$ cat src/rtl/fetch_unit_pkg.sv
// Shared constants and types for the instruction fetch stage.
package fetch_unit_pkg;

  localparam int              XLEN      = 32;
  localparam logic [XLEN-1:0] RESET_PC  = 32'h0000_0000;
  localparam logic [31:0]     INSTR_NOP = 32'h0000_0013;
  // Max in-flight imem requests; also the depth of the return buffer.
  localparam int              MAX_OUTST = 2;

  typedef enum logic [0:0] {
    RUN           = 1'b0,
    HALT_MISALIGN = 1'b1
  } fetch_state_t;

  typedef struct packed {
    logic [31:0]     instr;
    logic [XLEN-1:0] pc;
  } fetch_entry_t;

endpackage

$ cat src/rtl/fetch_buffer.sv
// Small circular FIFO holding fetched {instr, pc} pairs for decode.
// Push into a full buffer or pop from an empty one is ignored.
module fetch_buffer import fetch_unit_pkg::*; #(
  parameter int DEPTH = MAX_OUTST,
  parameter int PW    = (DEPTH > 1) ? $clog2(DEPTH) : 1,
  parameter int CW    = $clog2(DEPTH + 1)
) (
  input  logic         clk,
  input  logic         rst,
  input  logic         push,
  input  logic         pop,
  input  logic         flush,
  input  fetch_entry_t wr_entry,
  output fetch_entry_t head,
  output logic [CW-1:0] count,
  output logic         full,
  output logic         empty
);

  fetch_entry_t  mem [DEPTH];
  logic [PW-1:0] wr_ptr, rd_ptr;
  logic          do_push, do_pop;

  assign full    = (count == CW'(DEPTH));
  assign empty   = (count == '0);
  assign do_push = push && !full;
  assign do_pop  = pop && !empty;
  assign head    = mem[rd_ptr];

  // Pointer/occupancy bookkeeping; pointers wrap naturally (DEPTH is a power of two).
  always_ff @(posedge clk) begin
    if (rst || flush) begin
      wr_ptr <= '0;
      rd_ptr <= '0;
      count  <= '0;
    end else begin
      if (do_push) wr_ptr <= wr_ptr + PW'(1);
      if (do_pop)  rd_ptr <= rd_ptr + PW'(1);
      count <= count + CW'(do_push) - CW'(do_pop);
    end
  end

  // Entry storage needs no reset; occupancy decides what is visible.
  always_ff @(posedge clk) begin
    if (do_push && !flush && !rst) mem[wr_ptr] <= wr_entry;
  end

endmodule

$ cat src/rtl/fetch_unit.sv
// Instruction fetch stage: owns the PC, issues imem requests under a credit
// limit, buffers returned words and hands {instr, pc, pc+4} to decode.
module fetch_unit import fetch_unit_pkg::*; (
  input  logic            clk,
  input  logic            rst,
  output logic            imem_req_valid,
  input  logic            imem_req_ready,
  output logic [XLEN-1:0] imem_req_addr,
  input  logic            imem_rsp_valid,
  input  logic [31:0]     imem_rsp_data,
  input  logic            redirect_valid,
  input  logic [XLEN-1:0] redirect_pc,
  output logic            if_valid,
  input  logic            if_ready,
  output logic [31:0]     if_instr,
  output logic [XLEN-1:0] if_pc,
  output logic [XLEN-1:0] if_pc_plus4,
  output logic            if_misaligned
);

  localparam int OW = $clog2(MAX_OUTST + 1);

  fetch_state_t    state;
  logic [XLEN-1:0] fetch_pc, resp_pc;
  logic [OW-1:0]   outst, drop, outst_nxt, buf_count;
  logic [OW:0]     credit_used;
  logic            req_fire, buf_push, buf_pop, buf_full, buf_empty;
  fetch_entry_t    head, rsp_entry;

  // Outstanding requests plus buffered words may never exceed the buffer
  // depth, so every response is guaranteed a slot.
  assign credit_used    = {1'b0, outst} + {1'b0, buf_count};
  assign imem_req_valid = !rst && (state == RUN) && (credit_used < (OW+1)'(MAX_OUTST));
  assign imem_req_addr  = fetch_pc;
  assign req_fire       = imem_req_valid && imem_req_ready;
  assign outst_nxt      = outst - OW'(imem_rsp_valid) + OW'(req_fire);

  // Stale words (drop != 0) and words racing a redirect never enter the buffer.
  assign buf_push  = imem_rsp_valid && (drop == '0) && !redirect_valid && !rst;
  assign buf_pop   = if_valid && if_ready && !redirect_valid;
  assign rsp_entry = '{instr: imem_rsp_data, pc: resp_pc};

  fetch_buffer #(.DEPTH(MAX_OUTST)) u_buf (
    .clk      (clk),
    .rst      (rst),
    .push     (buf_push),
    .pop      (buf_pop),
    .flush    (redirect_valid),
    .wr_entry (rsp_entry),
    .head     (head),
    .count    (buf_count),
    .full     (buf_full),
    .empty    (buf_empty)
  );

  assign if_valid      = !buf_empty;
  assign if_instr      = buf_empty ? INSTR_NOP : head.instr;
  assign if_pc         = buf_empty ? resp_pc   : head.pc;
  assign if_pc_plus4   = if_pc + XLEN'(4);
  assign if_misaligned = (state == HALT_MISALIGN);

  // PC, counters and FSM. Reset and redirect both abandon whatever is in
  // flight: outst keeps tracking it and drop marks it all as stale.
  always_ff @(posedge clk) begin
    if (rst) begin
      state    <= RUN;
      fetch_pc <= RESET_PC;
      resp_pc  <= RESET_PC;
      outst    <= outst_nxt;
      drop     <= outst_nxt;
    end else if (redirect_valid) begin
      state    <= (redirect_pc[1:0] != 2'b00) ? HALT_MISALIGN : RUN;
      fetch_pc <= redirect_pc;
      resp_pc  <= redirect_pc;
      outst    <= outst_nxt;
      drop     <= outst_nxt;
    end else begin
      outst <= outst_nxt;
      if (req_fire) fetch_pc <= fetch_pc + XLEN'(4);
      if (buf_push) resp_pc  <= resp_pc + XLEN'(4);
      if (imem_rsp_valid && (drop != '0)) drop <= drop - OW'(1);
    end
  end

  // Memory must only answer issued requests, and credits must keep a slot free.
  always_ff @(posedge clk) begin
    if (!rst) begin
      assert (!(imem_rsp_valid && (outst == '0)));
      assert (!(buf_push && buf_full));
    end
  end

endmodule

$ cat config.mk
export PLATFORM = sky130hd
export DESIGN_NAME = fetch_unit
export DESIGN_NICKNAME = d
export VERILOG_FILES = /design/src/rtl/fetch_unit_pkg.sv /design/src/rtl/fetch_buffer.sv /design/src/rtl/fetch_unit.sv
export SDC_FILE = /design/constraint.sdc
export NUM_CORES = 1
export LEC_CHECK = 0
export ABC_AREA = 1
export CAP_MARGIN = 10
export CORE_MARGIN = 4
export CORE_UTILIZATION = 58
export DETAILED_ROUTE_END_ITERATION = 7
export DONT_BUFFER_PORTS = 1
export GPL_TIMING_DRIVEN = 1
export MAX_ROUTING_LAYER = met4
export PLACE_DENSITY_LB_ADDON = 0.12
export SYNTH_ARGS = -nofsm -noshare
export SYNTH_HDL_FRONTEND = slang
export SYNTH_SLANG_ARGS = --single-unit
$ cat constraint.sdc
create_clock -name clk -period 5.3 [get_ports clk]
set_input_delay 1.325 -clock clk [delete_from_list [all_inputs] [get_ports clk]]
set_output_delay 1.325 -clock clk [all_outputs]
set_load 0.005 [all_outputs]
# == Yosys cells after proc, flatten, opt, wreduce, memory -nomap -nowiden ==
# Memory sizes are Yosys's and may differ from the RTL's. A register that Yosys moved wholly into a read port is not among the register bits.
# Cells that the tools add are included.
# W data, S select, Z words.
# word_totals
n_memories,1
elab_cells,62
ramBits,128
ff_bits,73
inputBits,70
# op_classes
n_addsub,11
n_lt_le_gt_ge,1
mux,14
eq_ne,1
bitwise_logic,1
reduce_logical,25
# memory_table
memory,words,word_bits,read_ports,rd_ports_with_merged_regs,wr,line_no,rtl
u_buf.mem,2,64,1,1,1,fetch_buffer.sv:20,fetch_entry_t mem [DEPTH];
# ops
cell,count
$mux W32,6
$add A32 B3 Y32 const B,3
$logic_and A1 B1 Y1,13
$reduce_bool A2 Y1,4
$mux W2,3
$mux W1,5
$add A2 B1 Y2,2
$logic_not A1 Y1,4
$logic_not A2 Y1,2
$sub A2 B1 Y2,2
$add A2 B2 Y3,1
$lt A3 B2 Y1 const B,1
$reduce_bool A3 Y1,1
$add A1 B1 Y1 const B,2
$eq A2 B2 Y1 const B,1
$sub A2 B1 Y2 const B,1
$logic_or A1 B1 Y1,1
$not A1 Y1,1

# == Depth between registers and ports, before layout ==
# Gate-level depths: netlist of the first run.
# depth
word_depth,9
ltp_mapped,14

# == Cells and area by module ==
# From an unflattened synthesis of the first run, not the netlist that was laid out.
# unflattened
hier_cells,1316
hier_area_um2,11071.9
# modules_own_cells
mod,cells_per_inst,area_per_inst_um2,n_inst
fetch_unit,1077,5893.2,1
fetch_buffer,239,5178.7,1

# == Worst setup path after synthesis of the first run ==
# Ideal clock, no wire load.
# synth_timing
path_kind,in2reg
start,input port redirect_valid
end,"memory u_buf.mem[1][0] in the netlist's numbering, enable pin"
arrival_time_ns,4.815
path_slack_ns,-0.002
required_time_ns,4.813
stages,6
path_buffers,1
setup_time_ns,0.487
path_cell_list,buf_2 > nor2_4 > nand3_2 > a21oi_1 > inv_1 > nor2_1
# synth_between
elab_chain_cells,8
# synth_lines
item,line_no,rtl
"start, declared",fetch_unit.sv:11,"input logic redirect_valid,"
$logic_not A1 Y1 (*),"fetch_buffer.sv:45, fetch_unit.sv:39",
$logic_and A1 B1 Y1 (2 in series),fetch_unit.sv:39,assign buf_push = imem_rsp_valid && (drop == '0) && !redirect_valid && !rst;
$logic_and A1 B1 Y1,fetch_buffer.sv:26,assign do_push = push && !full;
$logic_and A1 B1 Y1 (*) (2 in series),fetch_buffer.sv:45,if (do_push && !flush && !rst) mem[wr_ptr] <= wr_entry;
$mux W1 (*),fetch_buffer.sv:45,
$mux W1 (not written as such) (*),fetch_buffer.sv:45,
"end, declared",fetch_buffer.sv:20,
# Every way passes the cells marked *; elsewhere a longest branch is shown, timed or not.

# == Final worst setup path of the first run ==
# layout_timing
start,register u_buf.count[1]
end,output port if_pc_plus4[16]
# layout_between
elab_chain_cells,3
# layout_lines
item,line_no,rtl
"start, declared",fetch_buffer.sv:15,"output logic [CW-1:0] count,"
"start signal, assigned",fetch_buffer.sv:39,count <= count + CW'(do_push) - CW'(do_pop);
$logic_not A2 Y1,fetch_buffer.sv:25,assign empty = (count == '0);
$mux W32,fetch_unit.sv:58,assign if_pc = buf_empty ? resp_pc : head.pc;
via if_pc[2],fetch_unit.sv:16,"output logic [XLEN-1:0] if_pc,"
$add A32 B3 Y32,fetch_unit.sv:59,assign if_pc_plus4 = if_pc + XLEN'(4);
"end, declared",fetch_unit.sv:17,"output logic [XLEN-1:0] if_pc_plus4,"
# The timed path passes the listed nets, and every way through them passes these cells.

==> impl_summary.txt, run 1 <==
----------------------------------------------------
[Run status]
  Run status ... finished clean

[Global route]
  Total global routing overflow ... 0
  Vias in the first global route ... 8423
  Global-route total usage across every layer ... 26.4%
  Maximum number of pins on one net before global-route repair ... 65
  Number of antenna violations at the first check in global routing ... 0
  Global-route wire length before repair ... 44600 µm

[Clock network]
  Register clock-pin slew on the reported worst setup and hold paths ... 70 ps
  TritonCTS buffer count ... 22
  Worst-Skew Late Latency ... around 500 ps
  TritonCTS clock tree ... built
  Clock root buffer master ... clkbuf_16
  Number of H-tree branching levels ... 1
  CTS max path bufs ... 3
  Post-CTS setup buffer count ... 0
  Count of instances resized after the clock tree is built ... 0
  Count of hold buffers inserted by post-cts repair ... 0
  Number of sinks handled by clock tree synthesis ... just over 200

[Critical path]
  Cell mode on critical path ... nand2_1
  Reg2Reg Launch Point ... outst[0]
  Worst path cell trace ... inv_2 -> nand2_4 -> inv_4 -> nand2_1 -> nand2_1 -> ha_1 -> nand3_2 -> nor2_1 -> nand2_1 -> xor2_1
  Delay of the slowest critical-path stage ... between 600 and 700 ps
  Nature of the critical path startpoint ... flip-flop
  Register-to-register path setup slack ... 2100 ps
  Arrival time at the worst endpoint ... between 3000 and 4000 ps
  Required time worst endpoint ... 3970 ps
  Category of the worst setup path capture point ... output port
  Critical path start-end classification ... reg2out
  Worst Reg-to-Reg Cells ... 14
  Buf+Inv Stages, Crit Path ... 2
  RR Endpoint ... drop[1]
  Largest fanout of any net on the critical path ... 62
  Slowest stage cell, crit path ... inv_4
  Worst path top cell family by delay ... simple AND/OR/NAND/NOR gates

[STA]
  Worst setup margin ... around 760 ps
  Worst slew margin relative to its limit ... 43.2%
  Endpoints failing hold ... 0
  Total negative slack for setup checks ... 0 ps
  Fin crit period ... 4540 ps
  Worst hold slack across all endpoints ... 472 ps
  Max-slew violation total from the final report ... 0
  Final Cycle Share ... 85.6%
  RSZ-0062 raised after global routing ... no
  Maximum clock frequency ... approximately 220 MHz
  Setup Viol. Count Final ... 0
  Least-Margin Pin Slew ... about 850 ps
  Setup clock skew after layout ... 24.5 ps

[Synth]
  Library cells used by synthesis ... 42
  Seq/Total Area, Yosys ... 48.4%
  Number of enable-type register cells in the synthesized netlist ... 130
  Gate count of the mapped netlist ... 1448
  Synthesized area per cell ... 7.62 µm²
  Mapped Nets ... 1527
  Synthesis Warnings ... 0
  Ys async rst share ... 0%
  Area of the mapped netlist ... 11000 µm²
  Top_reg_cell synth ... edfxtp_1
  Number of register bits inferred by synthesis ... between 200 and 250

[Power]
  Power density over the cells ... ~320 nW/µm²
  Static leakage power ... 0.00459 µW
  Worst supply voltage drop on vdd ... 0.262 mV

[Min path]
  Min-delay worst type ... reg2reg
  Critical hold path startpoint ... u_buf.rd_ptr
  Number of instances on the worst hold path ... 2

[Routing]
  Antenna Violating Nets Remaining ... 0
  Residual DRC ... 0
  Total iterations of the first detailed-routing run ... 6
  Via Count ... ~9200
  Average wire length per cell after detail routing ... 16.9 µm
  Via/cell ratio ... 5.51
  Total Wirelength ... about 28000 µm
  Iteration-0 DRC Markers ... 752

[Die]
  Core area ... 18700 µm²
  Placement Rows ... 50
  Die Footprint ... 21300 µm²
  I/O pin cnt ... 201
  Die span in x ... 146 µm
  Initial standard-cell utilization of the core ... 59.0%
  Chip height ... roughly 150 µm

[Finish]
  Diodes inserted ... 0
  Multi-input gate area in the final layout ... around 4800 µm²
  Share of the core filled with cells in the final layout ... 63.6%
  Syn-to-layout area delta ... 7.88%
  Final instance area ... 11900 µm²
  Filler Cell Count ... approximately 1600
  Ratio of cells with drive above 1 in the final layout ... just under 9%
  Net count of the finished layout ... 1508
  Storage element area ... between 5000 and 6000 µm²

[Place]
  Count of port buffers added during placement ... 0
  Pre-CTS setup slack ... 1270 ps
  Estimated wirelength of the detail-placed design ... 20400 µm
  Global placer's final weighted congestion ... about 1
  Cell area reported after detailed placement ... 11100 µm²

[Job]
  Max cap viols ... 0

----------------------------------------------------
==> stage by stage <==
| step | std cells | power (µW) |
|---|---|---|
| 3_5_place_dp | 1639 | 2220 |
| 2_1_floorplan | 1448 | 2130 |
| 3_3_place_gp | 1639 | 2210 |
| 6_report | 1679 | 3820 |
| 5_1_grt | 1679 | 3970 |
| 4_1_cts | 1679 | 3840 |
==> cells by family (layout without fill, tap and decap cells) <==
group | after synthesis | in the layout | synth area share [%]
fa+ha+maj | 9 | 9 | 1.09
buf+inv | 199 | 196 | 7.80
simple gates | 843 | 843 | 32.4
compound gates | 166 | 166 | 7.91
xor+xnor | 29 | 29 | 2.37
flops | 202 | 202 | 48.4
==> how the worst max path moves through the flow <==
stage                        start               to  slack (ps)  cells past startpoint
finish              u_buf.count[1]  if_pc_plus4[16]         760                     10
global route        u_buf.count[1]  if_pc_plus4[16]         450                     10
CTS                 u_buf.count[1]  if_pc_plus4[16]         730                     10
detailed placement  u_buf.count[1]  if_pc_plus4[16]        1270                     10
global placement    u_buf.count[1]  if_pc_plus4[16]        1350                     10
floorplan           redirect_valid  u_buf.mem[0][0]          10                      6
==> power breakdown <==
| part | leakage [µW] | internal (µW) | total, µW | switching [µW] |
|---|---|---|---|---|
| combinational | 0.00243 | 109 | 360 | 250 |
| sequential | 0.00178 | 1760 | 1830 | 74.5 |
| clock | 0.000383 | 1000 | 1630 | 622 |
==> synthesized netlist by cell type, drive strengths merged, types with 8 or more instances <==
master  instances  area (µm²)
a21oi          85         425
a31oi          12        75.1
buf            30         223
clkbuf         18        68.8
dfxtp          72        1440
edfxtp        130        3900
ha              8         100
inv           150         566
nand2         581        2310
nand3          96         490
nand4           8        50.1
nor2          136         598
nor3           14        70.1
o21ai          55         275
xor2           23         201
==> cells in the final DEF, fill, tap and decap left out, types with 3 or more instances in the layout <==
| cell type | count |
|---|---|
| buf_4 | 3 |
| o211ai_1 | 4 |
| inv_2 | 9 |
| and2_1 | 4 |
| nand3_1 | 94 |
| clkbuf_1 | 3 |
| clkbuf_16 | 23 |
| nor2_4 | 7 |
| o21ai_0 | 46 |
| o22ai_1 | 7 |
| edfxtp_1 | 130 |
| dfxtp_1 | 71 |
| bufinv_16 | 3 |
| nand2_2 | 38 |
| a21oi_1 | 85 |
| o21ai_1 | 9 |
| nand4_1 | 8 |
| inv_1 | 140 |
| nand2_4 | 5 |
| nor3_1 | 14 |
| a31oi_1 | 12 |
| clkbuf_8 | 4 |
| nand2_1 | 538 |
| nor2_1 | 109 |
| xnor2_1 | 5 |
| ha_1 | 8 |
| nor2_2 | 20 |
| xor2_1 | 23 |
==> sequential cells by signal, summed over array words and instances (netlist names), named ones only <==
register,count
resp_pc,32
u_buf.rd_ptr,1
outst,2
if_misaligned,1
u_buf.wr_ptr,1
u_buf.count,2
imem_req_addr,32
drop,2
u_buf.mem,128
==> worst reg2reg max path: stages (launching register included) <==
cell and delay (ps):
dfxtp_1 340, nand2_1 60, inv_1 60, fa_1 410, inv_1 70, nand3_1 120, nor2_1 650, inv_2 240
ha_1 350, inv_1 40, ha_1 170, xnor2_1 130, xnor2_1 140, nand2_1 70, o21ai_0 80
==> per-layer routing <==
metal	up-vias	track usage [%]	wire length, µm
li1	4637	-	-
met1	4152	36.7	12500
met2	402	40.9	12700
met3	55	5.08	2630
met4	0	5.27	584
met5	-	-	0
==> area by class of cell <==
cell class	count	share of cell area, %
repair buffers	5	0.525
multi-input cells	1047	40.7
clock buffers	30	5.39
clock inverters	10	1.24
flip-flops and latches	202	44.9
well taps	234	2.46
inverters	151	4.78
(Power assumes the default switching activity.)
==> run 2, diff against run 1 <==
--- a/config.mk
+++ b/config.mk
@@ -7,8 +7,8 @@
 export LEC_CHECK = 0
 export ABC_AREA = 1
 export CAP_MARGIN = 10
-export CORE_MARGIN = 4
-export CORE_UTILIZATION = 58
+export CORE_MARGIN = 3
+export CORE_UTILIZATION = 30
 export DETAILED_ROUTE_END_ITERATION = 7
 export DONT_BUFFER_PORTS = 1
 export GPL_TIMING_DRIVEN = 1
==> impl_summary.txt, run 2 (synthesis results as in run 1) <==
----------------------------------------------------
[Global route]
  Vias in the first global route ... 8773 (+4.2%)
  Global route hottest layer ... met2
  Number of antenna violations at the first check in global routing ... 0 (unchanged)
  Global-route wire length before repair ... 52100 µm (+17%)
  Fraction of met3 tracks used by global routing ... 3.03% (-2.0 points)
  Total global routing overflow ... 0 (unchanged)
  Global-route total usage across every layer ... 17.5% (-8.9 points)
  Met2 track demand over resource ... 26.3% (-15 points)
  GRT met1 Usage ... 25.1% (-12 points)
  Maximum number of pins on one net before global-route repair ... 54 (-17%)

[Finish]
  Net count of the finished layout ... 1514 (+0.40%)
  Diodes inserted ... 0 (unchanged)
  Most frequent standard cell in the layout excluding fill and tap cells ... nand2_1
  Ratio of cells with drive above 1 in the final layout ... 9.02% (+0.23 points)
  Number of flip-flops in the largest register ... 128 (unchanged)
  Final instance area ... 12300 µm² (+2.9%)
  Most flops, register ... u_buf.mem
  Commonest non-fill, non-tap cells in the layout ... nand2_1, inv_1, edfxtp_1
  Share of the core filled with cells in the final layout ... 34.1% (-30 points)
  Syn-to-layout area delta ... 11.0%

[STA]
  Worst slew margin relative to its limit ... 44.7% (+1.5 points)
  Final Cycle Share ... 86.1% (+0.52 points)
  Setup Viol. Count Final ... 0 (unchanged)
  RSZ-0062 raised after global routing ... no
  Setup clock skew after layout ... 13.1 ps (-11.4 ps)
  Max-slew violation total from the final report ... 0 (unchanged)
  Fin crit period ... 4570 ps (+27.5 ps)
  Worst setup margin ... 734 ps (-27.5 ps)
  Least-Margin Pin Slew ... 826 ps (-24.8 ps)
  Endpoints failing hold ... 0 (unchanged)
  Total negative slack for setup checks ... 0 ps (unchanged)
  Worst hold slack across all endpoints ... 470 ps (-1.85 ps)
  Maximum clock frequency ... 219 MHz (-0.60%)

[Place]
  Estimated wirelength of the detail-placed design ... 25200 µm (+24%)
  Count of port buffers added during placement ... 0 (unchanged)
  Pre-CTS setup slack ... 1240 ps (-32.9 ps)
  Cell area reported after detailed placement ... 11400 µm² (+2.5%)
  Global placer's final weighted congestion ... 0.839 (-15%)

[Min path]
  Critical hold path startpoint ... u_buf.rd_ptr
  Min-delay worst type ... reg2reg
  Hold Crit Endpoint ... u_buf.rd_ptr
  Number of instances on the worst hold path ... 2 (unchanged)

[Power]
  Static leakage power ... 0.00464 µW (+0.94%)
  Worst supply voltage drop on vdd ... 0.226 mV (-14%)
  Clk network pwr share ... 44.6% (+2.0 points)
  Net Sw Frac ... 25.7% (+0.87 points)
  Power density over the cells ... 325 nW/µm² (+1.2%)
  Sequential power share ... 46.2% (-1.8 points)
  Net Switching ... 1020 µW (+7.8%)
  Gate power share ... 9.2% (-0.2 points)
  Int Power ... 2960 µW (+2.9%)

[Critical path]
  Worst Reg-to-Reg Cells ... 14 (unchanged)
  Required time worst endpoint ... 3970 ps (about the same)
  Reg2Reg Launch Point ... outst[0]
  Register-to-register path setup slack ... 2050 ps (-50 ps)
  RR Endpoint ... drop[1]
  Largest fanout of any net on the critical path ... 53 (-15%)
  Arrival time at the worst endpoint ... 3240 ps (+30 ps)
  Category of the worst setup path capture point ... output port
  Nature of the critical path startpoint ... flip-flop
  Critical path start-end classification ... reg2out

[Die]
  Core area ... 35900 µm² (+92%)
  Placement Rows ... 69 (+38%)
  Chip height ... 198 µm (+36%)
  Die Footprint ... 39100 µm² (+84%)
  I/O pin cnt ... 201 (unchanged)
  Die span in x ... 198 µm (+36%)
  Initial standard-cell utilization of the core ... 30.7% (-28 points)

[Job]
  Max cap viols ... 0 (unchanged)

[Clock network]
  Number of H-tree branching levels ... 1 (unchanged)
  Register clock-pin slew on the reported worst setup and hold paths ... 60 ps (about the same)
  Worst-Skew Late Latency ... 540 ps (+40 ps)
  Count of instances resized after the clock tree is built ... 0 (unchanged)
  Count of hold buffers inserted by post-cts repair ... 0 (unchanged)
  TritonCTS buffer count ... 25 (+14%)
  Clock root buffer master ... clkbuf_16
  Post-CTS setup buffer count ... 0 (unchanged)
  CTS max path bufs ... 3 (unchanged)
  Number of sinks handled by clock tree synthesis ... 202 (unchanged)
  TritonCTS clock tree ... built

[Routing]
  Total Wirelength ... 34300 µm (+21%)
  Antenna Violating Nets Remaining ... 0 (unchanged)
  Iteration-0 DRC Markers ... 550 (-27%)
  Residual DRC ... 0 (unchanged)
  Average wire length per cell after detail routing ... 17.9 µm (+5.9%)
  Via/cell ratio ... 4.74 (-14%)
  Total iterations of the first detailed-routing run ... 5 (-1)
  Via Count ... 9080 (-1.8%)

[Run status]
  Run status ... finished clean

----------------------------------------------------
==> run 2: changes by cell type in the layout (fill, tap and decap cells not counted), sizes merged <==
cell / before / now
clkinv: 4 / 10
buf: 5 / 8
inv: 153 / 151
bufinv: 3 / 4
==> run 2: worst max-delay path by stage <==
stage	startpoint	end	slack (ps)
final	u_buf.count[1]	if_pc_plus4[20]	730
after global routing	u_buf.count[1]	if_pc_plus4[20]	390
after CTS	u_buf.count[1]	if_pc_plus4[16]	650
after detailed placement	u_buf.count[1]	if_pc_plus4[16]	1240
after global placement	u_buf.count[1]	if_pc_plus4[20]	1310
after floorplan	redirect_valid	u_buf.mem[0][0]	10
==> run 2: routing by layer <==
metal,wire [µm],up-vias
met1,16900,4171
met3,2190,41
li1,-,4633
met4,539,0
met2,14700,235
met5,0,-
==> run 2: stage by stage <==
stage | total power, µW | instances
floorplan | 2130 | 1448
global placement | 2240 | 1869
detailed placement | 2240 | 1869
CTS | 4040 | 1914
global route | 4170 | 1914
finish | 3980 | 1914
==> run 2: power by group through the flow <==
| stage | Sequential (µW) | Combinational (µW) | Clock, µW |
|---|---|---|---|
| 6_report | 1840 | 365 | 1770 |
| 5_1_grt | 1850 | 421 | 1900 |
| 4_1_cts | 1840 | 373 | 1830 |
| 3_5_place_dp | 1870 | 370 | 0 |
| 3_3_place_gp | 1870 | 370 | 0 |
| 2_1_floorplan | 1840 | 288 | 0 |
==> run 2: cell type report <==
cell class,count,area [µm²]
Timing Repair Buffer,8,60.1
Multi-Input combinational cell,1047,4840
Clock buffer,30,664
Tap cell,461,577
Sequential cell,202,5350
Inverter,151,569
Clock inverter,15,190
Fill cell,3834,23700
==> run 2: worst max-delay path: stages, from the launching register on <==
cell	delay, ps
dfxtp_1	360
inv_2	80
nand2_4	320
inv_4	550
nand2_1	100
nand2_1	180
ha_1	250
nand3_2	160
inv_1	100
nand2_2	90
nor2_2	230
nand3_1	110
nand2_1	140
==> run 3, diff against run 2 <==
--- a/config.mk
+++ b/config.mk
@@ -6,6 +6,7 @@
 export NUM_CORES = 1
 export LEC_CHECK = 0
 export ABC_AREA = 1
+export ABC_CLOCK_PERIOD_IN_PS = 5300
 export CAP_MARGIN = 10
 export CORE_MARGIN = 3
 export CORE_UTILIZATION = 30
@@ -14,6 +15,7 @@
 export GPL_TIMING_DRIVEN = 1
 export MAX_ROUTING_LAYER = met4
 export PLACE_DENSITY_LB_ADDON = 0.12
+export SLEW_MARGIN = 20
 export SYNTH_ARGS = -nofsm -noshare
 export SYNTH_HDL_FRONTEND = slang
 export SYNTH_SLANG_ARGS = --single-unit
==> results of run 3 <==
The final DEF is identical to that of run 2; final timing and power are the same.
